## src/rtl/mac_pkg.sv

```systemverilog
// Shared types and defaults for the MAC sequencer that feeds the 3-bit
// Booth multiplier: FSM state encoding, default widths, sign extension.
package mac_pkg;

    typedef enum logic [1:0] {
        REPOSO,
        ARRANQUE,
        ESPERA,
        ACUMULA
    } estado_t;

    localparam int ANCHO_OP_DEF  = 3;
    localparam int ANCHO_ACC_DEF = 10;

    // Product sign extension for the default widths.
    function automatic logic [ANCHO_ACC_DEF-1:0] sext_producto(
        input logic [2*ANCHO_OP_DEF-1:0] p
    );
        return ANCHO_ACC_DEF'($signed(p));
    endfunction

endpackage

```

## src/rtl/acumulador_mac.sv

```systemverilog
// Signed accumulator for the MAC sequencer: sign-extends the product,
// adds it to the running sum and flags two's-complement overflow.
// Ports: clk, reset (sync, active-high), carga_primero (load first term),
//   suma (add term), producto (2*ANCHO_OP), acumulado (ANCHO_ACC), desborde.
module acumulador_mac
    import mac_pkg::*;
#(
    parameter int ANCHO_OP  = ANCHO_OP_DEF,
    parameter int ANCHO_ACC = ANCHO_ACC_DEF
) (
    input  logic                  clk,
    input  logic                  reset,
    input  logic                  carga_primero,
    input  logic                  suma,
    input  logic [2*ANCHO_OP-1:0] producto,
    output logic [ANCHO_ACC-1:0]  acumulado,
    output logic                  desborde
);

    localparam int MSB = ANCHO_ACC - 1;

    logic [ANCHO_ACC-1:0] acc_q, acc_d;
    logic                 desb_q, desb_d;
    logic [ANCHO_ACC-1:0] extendido;
    logic [ANCHO_ACC-1:0] suma_w;
    logic                 ov;

    assign extendido = ANCHO_ACC'($signed(producto));
    assign suma_w    = acc_q + extendido;

    // Same-sign addends producing a result of the other sign.
    assign ov = (acc_q[MSB] == extendido[MSB]) &&
                (suma_w[MSB] != acc_q[MSB]);

    always_comb begin
        acc_d  = acc_q;
        desb_d = desb_q;
        if (carga_primero) begin
            acc_d  = extendido;
            desb_d = 1'b0;
        end else if (suma) begin
            acc_d  = suma_w;
            desb_d = desb_q | ov;
        end
    end

    always_ff @(posedge clk) begin
        if (reset) begin
            acc_q  <= '0;
            desb_q <= 1'b0;
        end else begin
            acc_q  <= acc_d;
            desb_q <= desb_d;
        end
    end

    assign acumulado = acc_q;
    assign desborde  = desb_q;

endmodule

```

## src/rtl/secuenciador_mac.sv

```systemverilog
// MAC front end: accepts signed operand pairs over valid/ready, launches the
// Booth multiplier with a reset pulse, waits for Fin and accumulates.
// Ports: clk, reset; valido_in/listo_out/multiplicando_in/multiplicador_in/
//   ultimo_in (input handshake); mult_* (multiplier side); acumulado,
//   valido_out, desborde, error_to (results).
// Optional: SECUENCIADOR_TIMEOUT_EN adds an ESPERA watchdog driving error_to.
module secuenciador_mac
    import mac_pkg::*;
#(
    parameter int ANCHO_OP       = ANCHO_OP_DEF,
    parameter int ANCHO_ACC      = ANCHO_ACC_DEF,
    parameter int TIMEOUT_CICLOS = 16
) (
    input  logic                  clk,
    input  logic                  reset,
    input  logic                  valido_in,
    output logic                  listo_out,
    input  logic [ANCHO_OP-1:0]   multiplicando_in,
    input  logic [ANCHO_OP-1:0]   multiplicador_in,
    input  logic                  ultimo_in,
    output logic [ANCHO_OP-1:0]   mult_multiplicando,
    output logic [ANCHO_OP-1:0]   mult_multiplicador,
    output logic                  mult_reset,
    input  logic [2*ANCHO_OP-1:0] mult_resultado,
    input  logic                  mult_fin,
    output logic [ANCHO_ACC-1:0]  acumulado,
    output logic                  valido_out,
    output logic                  desborde,
    output logic                  error_to
);

    estado_t             estado_q, estado_d;
    logic [ANCHO_OP-1:0] op_a_q, op_a_d;
    logic [ANCHO_OP-1:0] op_b_q, op_b_d;
    logic                ultimo_q, ultimo_d;
    logic                primero_q, primero_d;
    logic                guarda_q, guarda_d;
    logic                valido_q, valido_d;
    logic                aceptar;
    logic                carga_primero;
    logic                suma;

`ifdef SECUENCIADOR_TIMEOUT_EN
    localparam int ANCHO_CNT = $clog2(TIMEOUT_CICLOS + 1);
    localparam logic [ANCHO_CNT-1:0] LIMITE = ANCHO_CNT'(TIMEOUT_CICLOS - 1);

    logic [ANCHO_CNT-1:0] cnt_q, cnt_d;
    logic                 error_q, error_d;
`else
    logic unused_timeout;
    assign unused_timeout = ^TIMEOUT_CICLOS;
`endif

    assign listo_out  = (estado_q == REPOSO) && !reset;
    assign aceptar    = valido_in && listo_out;
    assign mult_reset = reset || (estado_q == ARRANQUE);

    always_comb begin
        estado_d      = estado_q;
        op_a_d        = op_a_q;
        op_b_d        = op_b_q;
        ultimo_d      = ultimo_q;
        primero_d     = primero_q;
        guarda_d      = guarda_q;
        valido_d      = 1'b0;
        carga_primero = 1'b0;
        suma          = 1'b0;
`ifdef SECUENCIADOR_TIMEOUT_EN
        cnt_d         = '0;
        error_d       = error_q;
`endif
        unique case (estado_q)
            REPOSO: begin
                if (aceptar) begin
                    op_a_d   = multiplicando_in;
                    op_b_d   = multiplicador_in;
                    ultimo_d = ultimo_in;
                    estado_d = ARRANQUE;
                end
            end
            ARRANQUE: begin
                // Fin may still be high from the previous product.
                guarda_d = 1'b1;
                estado_d = ESPERA;
            end
            ESPERA: begin
                guarda_d = 1'b0;
`ifdef SECUENCIADOR_TIMEOUT_EN
                cnt_d = cnt_q + 1'b1;
`endif
                if (mult_fin && !guarda_q) begin
                    estado_d = ACUMULA;
                end
`ifdef SECUENCIADOR_TIMEOUT_EN
                else if (cnt_q == LIMITE) begin
                    error_d   = 1'b1;
                    primero_d = 1'b1;
                    estado_d  = REPOSO;
                end
`endif
            end
            ACUMULA: begin
                carga_primero = primero_q;
                suma          = !primero_q;
                primero_d     = ultimo_q;
                valido_d      = ultimo_q;
                estado_d      = REPOSO;
            end
            default: begin
                estado_d = REPOSO;
            end
        endcase
    end

    always_ff @(posedge clk) begin
        if (reset) begin
            estado_q  <= REPOSO;
            op_a_q    <= '0;
            op_b_q    <= '0;
            ultimo_q  <= 1'b0;
            primero_q <= 1'b1;
            guarda_q  <= 1'b0;
            valido_q  <= 1'b0;
        end else begin
            estado_q  <= estado_d;
            op_a_q    <= op_a_d;
            op_b_q    <= op_b_d;
            ultimo_q  <= ultimo_d;
            primero_q <= primero_d;
            guarda_q  <= guarda_d;
            valido_q  <= valido_d;
        end
    end

`ifdef SECUENCIADOR_TIMEOUT_EN
    always_ff @(posedge clk) begin
        if (reset) begin
            cnt_q   <= '0;
            error_q <= 1'b0;
        end else begin
            cnt_q   <= cnt_d;
            error_q <= error_d;
        end
    end

    assign error_to = error_q;
`else
    assign error_to = 1'b0;
`endif

    acumulador_mac #(
        .ANCHO_OP  (ANCHO_OP),
        .ANCHO_ACC (ANCHO_ACC)
    ) u_acumulador (
        .clk           (clk),
        .reset         (reset),
        .carga_primero (carga_primero),
        .suma          (suma),
        .producto      (mult_resultado),
        .acumulado     (acumulado),
        .desborde      (desborde)
    );

    assign mult_multiplicando = op_a_q;
    assign mult_multiplicador = op_b_q;
    assign valido_out         = valido_q;

endmodule

```

## config.mk

```make
export PLATFORM = sky130hd
export DESIGN_NAME = secuenciador_mac
export DESIGN_NICKNAME = d
export VERILOG_FILES = /design/src/rtl/mac_pkg.sv /design/src/rtl/acumulador_mac.sv /design/src/rtl/secuenciador_mac.sv
export SDC_FILE = /design/constraint.sdc
export NUM_CORES = 1
export LEC_CHECK = 0
export CAP_MARGIN = 15
export CORE_MARGIN = 3
export CORE_UTILIZATION = 50
export DETAILED_ROUTE_END_ITERATION = 10
export PLACE_DENSITY = 0.82
export SETUP_SLACK_MARGIN = 0.4
export SLEW_MARGIN = 20
export SYNTH_ARGS = -nofsm -noshare
export SYNTH_HDL_FRONTEND = slang
export SYNTH_HIERARCHICAL = 1
export SYNTH_SLANG_ARGS = --single-unit
export TNS_END_PERCENT = 20
```

## constraint.sdc

```tcl
create_clock -name clk -period 4.1 [get_ports clk]
set_input_delay 0.82 -clock clk [delete_from_list [all_inputs] [get_ports clk]]
set_output_delay 0.82 -clock clk [all_outputs]
set_load 0.01 [all_outputs]
```

==> Word-level counts from Yosys, hierarchy flattened <==
Cells that the tools add are included.
{ "classes": {"add_sub_neg": 1, "eq_ne": 7, "mux": 8, "bitwise_logic": 2, "reduce_logical": 15} }
{ "op_table": {"columns": ["op", "count"], "rows": [
  ["10-bit two-way mux", 2],
  ["10-bit adder", 1],
  ["2-bit one-hot mux with 4 select lines", 1],
  ["2-bit == test (second input constant)", 2],
  ["1-bit logical AND", 4],
  ["2-bit two-way mux", 2],
  ["2-bit inequality test (second input constant)", 2],
  ["2-bit AND reduction", 2],
  ["2-bit nonzero test", 2],
  ["2-bit OR reduction", 2],
  ["1-bit logical NOT", 3],
  ["2-bit by 1-bit == test with 1-bit output (second input constant)", 1],
  ["2-bit logical NOT", 1],
  ["1-bit two-way mux", 2],
  ["1-bit one-hot mux with 2 select lines", 1],
  ["1-bit == test", 1],
  ["1-bit logical OR", 1],
  ["1-bit inequality test", 1],
  ["1-bit NOT", 1],
  ["1-bit OR", 1]
]} }
{ "word_totals": {"reg_bits": 23, "out_inout_bits": 21, "elab_cells": 42} }

==> Longest topological paths before layout <==
Gate-level depths: netlist of run 1.
{ "depth": {"depth_word": 5, "ltp_mapped": 8, "ltp_nobuf": 8} }

==> By module <==
The synthesis of run 1 kept the hierarchy.
{ "modules_own_cells": {"columns": ["module", "instances", "cells_each", "area_per_inst_um2"], "rows": [
  ["acumulador_mac", 1, 106, 869.6],
  ["secuenciador_mac", 1, 63, 543.0]
]} }

==> Worst setup path before layout of run 1 <==
OpenSTA, ideal clock, no wires.
{ "synth_timing": {"path_kind": "input to register", "from": "in mult_resultado[0]", "to": "reg u_acumulador.acc_q[8] (netlist: u_acumulador/acumulado[8])", "t_arrival_ns": 2.541, "required_ns": 4.040, "slack_ns": 1.499, "path_stages": 8, "n_path_buf": 0, "cell_sequence": "ha_1 -> fa_1 -> a21o_1 -> a21oi_1 -> o21ai_0 -> o41ai_1 -> mux2i_1 -> o311a_1"} }
{ "synth_via": {"elab_chain_cells": 3} }
{ "synth_rtl": {"columns": ["item", "line", "source"], "rows": [
  ["start, declared", "secuenciador_mac.sv:24", "input logic [2*ANCHO_OP-1:0] mult_resultado,"],
  ["10-bit adder", "acumulador_mac.sv:29", "assign suma_w = acc_q + extendido;"],
  ["10-bit two-way mux", "acumulador_mac.sv:41", "end else if (suma) begin"],
  ["10-bit two-way mux", "acumulador_mac.sv:38", "if (carga_primero) begin"],
  ["end signal, assigned", "acumulador_mac.sv:49", "acc_q <= '0;"],
  ["end signal, assigned", "acumulador_mac.sv:52", "acc_q <= acc_d;"],
  ["end, declared", "acumulador_mac.sv:22", "logic [ANCHO_ACC-1:0] acc_q, acc_d;"]
]} }
Every way passes these cells. The select of a mux whose other input is x is not followed.
A chain may end at the register's enable or synchronous reset.

==> Worst setup path after layout of run 1 <==
{ "layout_timing": {"from": "in reset", "to": "out mult_reset"} }
{ "layout_via": {"elab_chain_cells": 1} }
{ "layout_rtl": {"columns": ["item", "line", "source"], "rows": [
  ["start, declared", "secuenciador_mac.sv:15", "input logic reset,"],
  ["1-bit logical OR", "secuenciador_mac.sv:56", "assign mult_reset = reset || (estado_q == ARRANQUE);"],
  ["end, declared", "secuenciador_mac.sv:23", "output logic mult_reset,"]
]} }
Every way passes these cells.

==> results of run 1 <==
[power by group through the flow]
stage	combinational, mW	sequential, mW	clock [mW]
floorplan	0.177	0.292	0
global placement	0.272	0.284	0
detailed placement	0.284	0.287	0
CTS	0.286	0.282	0.113
global route	0.316	0.288	0.125
finish	0.286	0.282	0.108
[registers in the layout, summed over array words and instances, names as in the netlist]
name	count
mult_multiplicando	3
estado_q	2
u_acumulador/acumulado	10
mult_multiplicador	3
primero_q	1
ultimo_q	1
valido_out	1
u_acumulador/desborde	1
guarda_q	1
[worst max-delay path by stage]
stage / from / endpoint / depth (start not counted)
global placement: mult_resultado[0] / u_acumulador/acumulado[8]$_SDFFE_PP0P_ / 9
floorplan: mult_resultado[0] / u_acumulador/acumulado[8]$_SDFFE_PP0P_ / 8
finish: reset / mult_reset / 4
detailed placement: mult_resultado[0] / u_acumulador/acumulado[8]$_SDFFE_PP0P_ / 9
global route: reset / mult_reset / 4
CTS: reset / mult_reset / 4
[per-stage QoR]
step                utilization  setup WS (ps)  total power, mW
floorplan                     -           1500            0.468
global placement          0.688            965            0.556
detailed placement        0.688            886            0.571
CTS                       0.698           1040            0.681
global route              0.698           1010            0.729
finish                    0.698           1050            0.676
[logic make-up (layout without fill, tap and decap cells)]
group / Yosys count / count (layout) / synth area share
AND/OR/NAND/NOR: 56 / 56 / 0.182
XOR/XNOR: 6 / 6 / 0.0372
buffers and inverters: 18 / 51 / 0.0549
flip-flops: 23 / 23 / 0.326
other: 1 / 1 / 0.00265
adder cells (fa/ha/maj): 14 / 14 / 0.129
AO/OA/AOI/OAI: 46 / 46 / 0.231
multiplexers: 5 / 5 / 0.0363
[synth_stat cells, types with 2 or more instances]
master and count:
a21oi_1 18, nor2_1 14, a211oi_1 3, dfxtp_1 23, o21ai_0 2, nor2b_1 3
nor3_1 3, inv_1 9, mux2i_1 4, a21o_1 5, xnor2_1 4, and3_1 2
a21o_2 2, clkbuf_1 3, a31oi_1 3, xor2_1 2, nand2_1 18, buf_2 2
ha_1 13, nand4_1 2, buf_4 2, nand3_1 9, buf_1 2, o31ai_1 2
[tightest hold or removal path, delay by kind of cell, from the launching register on]
kind	cells	cell delay (ps)
AO/OA/AOI/OAI	1	50
flip-flops	1	340
AND/OR/NAND/NOR	1	50
[cells in the final DEF (no fill, tap or decap), types with 5 or more instances in the layout]
| master | Yosys | routed |
|---|---|---|
| nand2_1 | 18 | 18 |
| nor2_1 | 14 | 14 |
| inv_1 | 9 | 9 |
| nand3_1 | 9 | 9 |
| a21o_1 | 5 | 5 |
| ha_1 | 13 | 13 |
| a21oi_1 | 18 | 18 |
| dfxtp_1 | 23 | 23 |
| clkdlybuf4s50_1 | 0 | 36 |
[metal layers]
layer	vias up	track usage	wire length (um)
met3	5	0.0392	269
met4	0	0.0874	56
met5	-	0	0
met1	592	0.246	1330
li1	659	-	-
met2	47	0.333	1470
[cell type report]
| type | instances | area (sq um) | share of cell area |
|---|---|---|---|
| clock buffer | 4 | 26.3 | 0.0145 |
| timing repair buffer | 38 | 375 | 0.208 |
| sequential | 23 | 460 | 0.255 |
| inverter | 9 | 33.8 | 0.0187 |
| multi-input combinational | 128 | 875 | 0.484 |
| tap | 30 | 37.5 | 0.0208 |
==> flow_summary.json, run 1 <==
{
  "synth_edf_count": 0,
  "core-area_sq_um": 2590,
  "placed_cell_area_sq_um": 1780,
  "r2r-start": "u_acumulador/acumulado[0]$_SDFFE_PP0P_",
  "skew_ps": 12.7,
  "power_density_nw_per_um2": 374,
  "place_congestion": 0.813,
  "drive_gt1_frac": 0.0792,
  "fin_tns_setup_ps": 0,
  "cap_violations": 0,
  "post_drt_wl_per_cell_um": 13.5,
  "cp.required_ps": 3280,
  "slew_violations": 0,
  "rr_endpoint": "u_acumulador/acumulado[8]$_SDFFE_PP0P_",
  "pwr-share-seq": 0.417,
  "seq_area_frac_synth": 0.326,
  "reg2reg_depth": 8,
  "nFillCells": 218,
  "power_frac_comb": 0.423,
  "ys_types": 43,
  "cp_common_cell": "clkdlybuf4s50_1",
  "cts.clk_slew.worst_paths_ps": 130,
  "core.rowCount": 18,
  "power.share.switching": 0.356,
  "cts-hold-fix-buffers": 0,
  "power_frac_clock": 0.160,
  "async_reset_ff_frac": 0,
  "setup_viol": 0,
  "hold_class": "reg -> reg",
  "cp_cell_sequence": "clkdlybuf4s50_1 -> buf_4 -> or2_2 -> clkdlybuf4s50_1",
  "grt_overflow": 0,
  "synth_top_area_frac": 0.326,
  "htree_levels": 1,
  "endpoint_kind": "primary output",
  "rsz0062_at_grt": "no",
  "status": "completed",
  "pin_count": 38,
  "insertion_delay_ps": 320,
  "rrSetupSlack_ps": 1810,
  "max_freq_mhz": 328,
  "worstHoldStart": "mult_multiplicador[2]$_SDFFE_PP0P_",
  "synth.avg_cell_area_sq_um": 8.36,
  "nets": 234,
  "dieArea_sq_um": 3500,
  "antenna_found_initial": 0,
  "leakagePower_nw": 0.771,
  "synth_warnings": 6,
  "holdWs_ps": 467,
  "cp.arrival_ps": 2230,
  "path_delay_family": "buffers and inverters",
  "cts.sinks": 23,
  "synth_area_leaders": "dfxtp_1 (33%), ha_1 (12%), a21oi_1 (6.4%)",
  "peakVddDrop_v": 0.000446,
  "cts_tree": "built",
  "synth_top_cell_by_area": "dfxtp_1",
  "antennaDiodeCount": 0,
  "numCtsBuffers": 3,
  "chipWidth_um": 59.2,
  "antenna_left": 0,
  "grt_max_degree": 23,
  "die_h_um": 59.2,
  "critical_path.max_fanout": 22,
  "syn2layout_area_growth_pct": 28.0,
  "synth_seq_cells": 23,
  "cts_setup_buffers": 0,
  "drc": 0,
  "fin_area_sq_um": 1810,
  "drt_iter0_markers": 69,
  "vias": 1303,
  "placed_cells": 228,
  "synth_ff_type": "dfxtp_1",
  "clockBufferDepth": 2,
  "worst_path_max_delay_cell": "clkdlybuf4s50_1",
  "cp_slowest_stage_delay_ps": 480,
  "syn-num-nets": 200,
  "post_cts_resized": 0,
  "grt_pass1_wl_um": 5360,
  "startpoint_type": "input pin",
  "crit_type": "in -> out",
  "routed_wl_um": 3120,
  "start_util": 0.545,
  "viasPerCell": 5.62,
  "internal-power_uw": 435,
  "fin_crit_ps": 3050,
  "syn_area_sq_um": 1410,
  "grt_pass1_vias": 1226,
  "slew_headroom": 0.573,
  "syn_inst": 169,
  "hold_viol_final": 0,
  "critPathBufInv": 3,
  "io_buffers": 36,
  "finalCritPeriodShare": 0.743,
  "tightestPinTransition_ps": 641,
  "hold_end": "mult_multiplicador[2]$_SDFFE_PP0P_",
  "first_pass_iters": 4,
  "cts_root_buf": "clkbuf_4",
  "hold_depth": 2,
  "track_usage": 0.199,
  "hpwlAfterDp_um": 2330,
  "final_cells": 232,
  "power.switching_uw": 241
}
Note: power is estimated with default switching activity, not from simulation.
==> run 2, diff against run 1 <==
Settings changed: CORE_UTILIZATION 50 to 43, PLACE_DENSITY 0.82 to 0.75.
Clock period 4.1 ns to 2.7 ns, I/O delays scaled along.
==> flow_summary.json, run 2 (synthesis results as in run 1) <==
{
  "hpwlAfterDp_um": 2520,
  "hold_class": "reg -> reg",
  "hold_depth": 2,
  "die_h_um": 63.3,
  "drive_gt1_frac": 0.160,
  "vias": 1386,
  "fin_area_sq_um": 1960,
  "largest_register_ffs": 10,
  "antennaDiodeCount": 0,
  "insertion_delay_ps": 320,
  "reg2reg_depth": 8,
  "layout_common_cells": "clkdlybuf4s50_1 (32), dfxtp_1 (23), nand2_1 (18), a21oi_1 (17), nor2_1 (14)",
  "final_cells": 256,
  "hold_viol_final": 0,
  "met1_usage": 0.190,
  "finalCritPeriodShare": 0.826,
  "antenna_left": 0,
  "r2r-start": "u_acumulador/acumulado[0]$_SDFFE_PP0P_",
  "placed_cells": 249,
  "cap_violations": 0,
  "nets": 244,
  "critical_path.max_fanout": 4,
  "io_buffers": 36,
  "rr_endpoint": "u_acumulador/acumulado[8]$_SDFFE_PP0P_",
  "multiInputGateArea_sq_um": 920,
  "status": "completed",
  "cp.required_ps": 2920,
  "crit_type": "in -> reg",
  "post_drt_wl_per_cell_um": 13.1,
  "placed_cell_area_sq_um": 1870,
  "post-place-ws_ps": -112,
  "startpoint_type": "input pin",
  "grt_overflow": 0,
  "cp.arrival_ps": 2450,
  "clockBufferDepth": 2,
  "peakVddDrop_v": 0.000392,
  "max_freq_mhz": 449,
  "drt_iter0_markers": 72,
  "start_util": 0.455,
  "routed_wl_um": 3340,
  "core.rowCount": 20,
  "grtUsageMet2": 0.328,
  "slew_violations": 0,
  "endpoint_kind": "flip-flop",
  "grt_pass1_wl_um": 5740,
  "htree_levels": 1,
  "cts_tree": "built",
  "viasPerCell": 5.41,
  "fin_crit_ps": 2230,
  "fin_ws_ps": 471,
  "numCtsBuffers": 3,
  "cts_root_buf": "clkbuf_4",
  "pin_count": 38,
  "rrSetupSlack_ps": 610,
  "core-area_sq_um": 3100,
  "rsz0062_at_grt": "yes",
  "drc": 0,
  "worstHoldStart": "mult_multiplicador[0]$_SDFFE_PP0P_",
  "first_pass_iters": 4,
  "holdWs_ps": 469,
  "grt_pass1_vias": 1350,
  "antenna_found_initial": 0,
  "syn2layout_area_growth_pct": 38.4,
  "grt_max_degree": 19,
  "fin_util": 0.630,
  "place_congestion": 0.903,
  "leakagePower_nw": 0.852,
  "nFillCells": 302,
  "chipWidth_um": 63.3,
  "met3_usage": 0.0517,
  "grt_busiest_layer": "met2",
  "track_usage": 0.172,
  "power_density_nw_per_um2": 563,
  "cts.sinks": 23,
  "cts.clk_slew.worst_paths_ps": 140,
  "hold_end": "mult_multiplicador[0]$_SDFFE_PP0P_",
  "cts-hold-fix-buffers": 0,
  "regArea_sq_um": 460,
  "dieArea_sq_um": 4010,
  "skew_ps": 6.34,
  "setup_viol": 0,
  "final_common_cell": "clkdlybuf4s50_1"
}
[run 2: cell types whose count changed in the layout (fill, tap and decap cells not counted), sizes merged]
| cell | delta |
|---|---|
| buf | +10 |
| clkdlybuf4s50 | -4 |
| dlymetal6s2s | +3 |
| clkbuf | -1 |
| clkinvlp | +1 |
| dlygate4sd2 | +1 |
[run 2: where the power goes]
group	switching, mW	total (mW)	internal [mW]
logic	0.237	0.503	0.265
clock network	0.113	0.169	0.0565
registers	0.0381	0.429	0.391
[run 2: per-stage QoR]
step                      power, mW  setup TNS (ps)
after floorplan               0.715               0
after global placement        0.862           -6.99
after detailed placement      0.880            -112
after CTS                      1.05               0
after global routing           1.17               0
final                          1.10               0
[run 2: layout make-up]
type | count | share of cell area
Clock buffer | 3 | 0.0115
Clock inverter | 1 | 0.00384
Inverter | 9 | 0.0173
Multi-Input combinational cell | 128 | 0.470
Sequential cell | 23 | 0.235
Tap cell | 44 | 0.0282
Timing Repair Buffer | 48 | 0.234
[run 2: worst max-delay path by stage]
stage / start / end / slack [ps] / depth (start not counted)
finish: mult_resultado[3] / u_acumulador/acumulado[9]$_SDFFE_PP0P_ / 470 / 8
global route: mult_resultado[4] / u_acumulador/acumulado[9]$_SDFFE_PP0P_ / 380 / 8
CTS: mult_resultado[0] / u_acumulador/acumulado[8]$_SDFFE_PP0P_ / 370 / 9
detailed placement: mult_resultado[0] / u_acumulador/acumulado[8]$_SDFFE_PP0P_ / -110 / 9
global placement: mult_resultado[0] / u_acumulador/acumulado[8]$_SDFFE_PP0P_ / -7 / 9
floorplan: mult_resultado[0] / u_acumulador/acumulado[8]$_SDFFE_PP0P_ / 450 / 8
[run 2: repair_timing]
item                       CTS  global route
setup endpoints to repair    3             4
gates resized for setup      3             6
pin swaps                    2             5
setup buffers                1             2
[run 2: routing by layer]
layer / vias up / share of wire
li1: 681 / -
met2: 51 / 0.52
met4: 0 / 0.015
met3: 9 / 0.072
met5: - / 0
met1: 645 / 0.39
[run 2: worst max-delay path, cell delays in order]
cell and delay (ps):
clkdlybuf4s50_1 430, ha_1 370, nand3_1 90, o21ba_2 210, a21o_2 240, a21o_2 200
a211oi_1 270, a2111oi_2 80
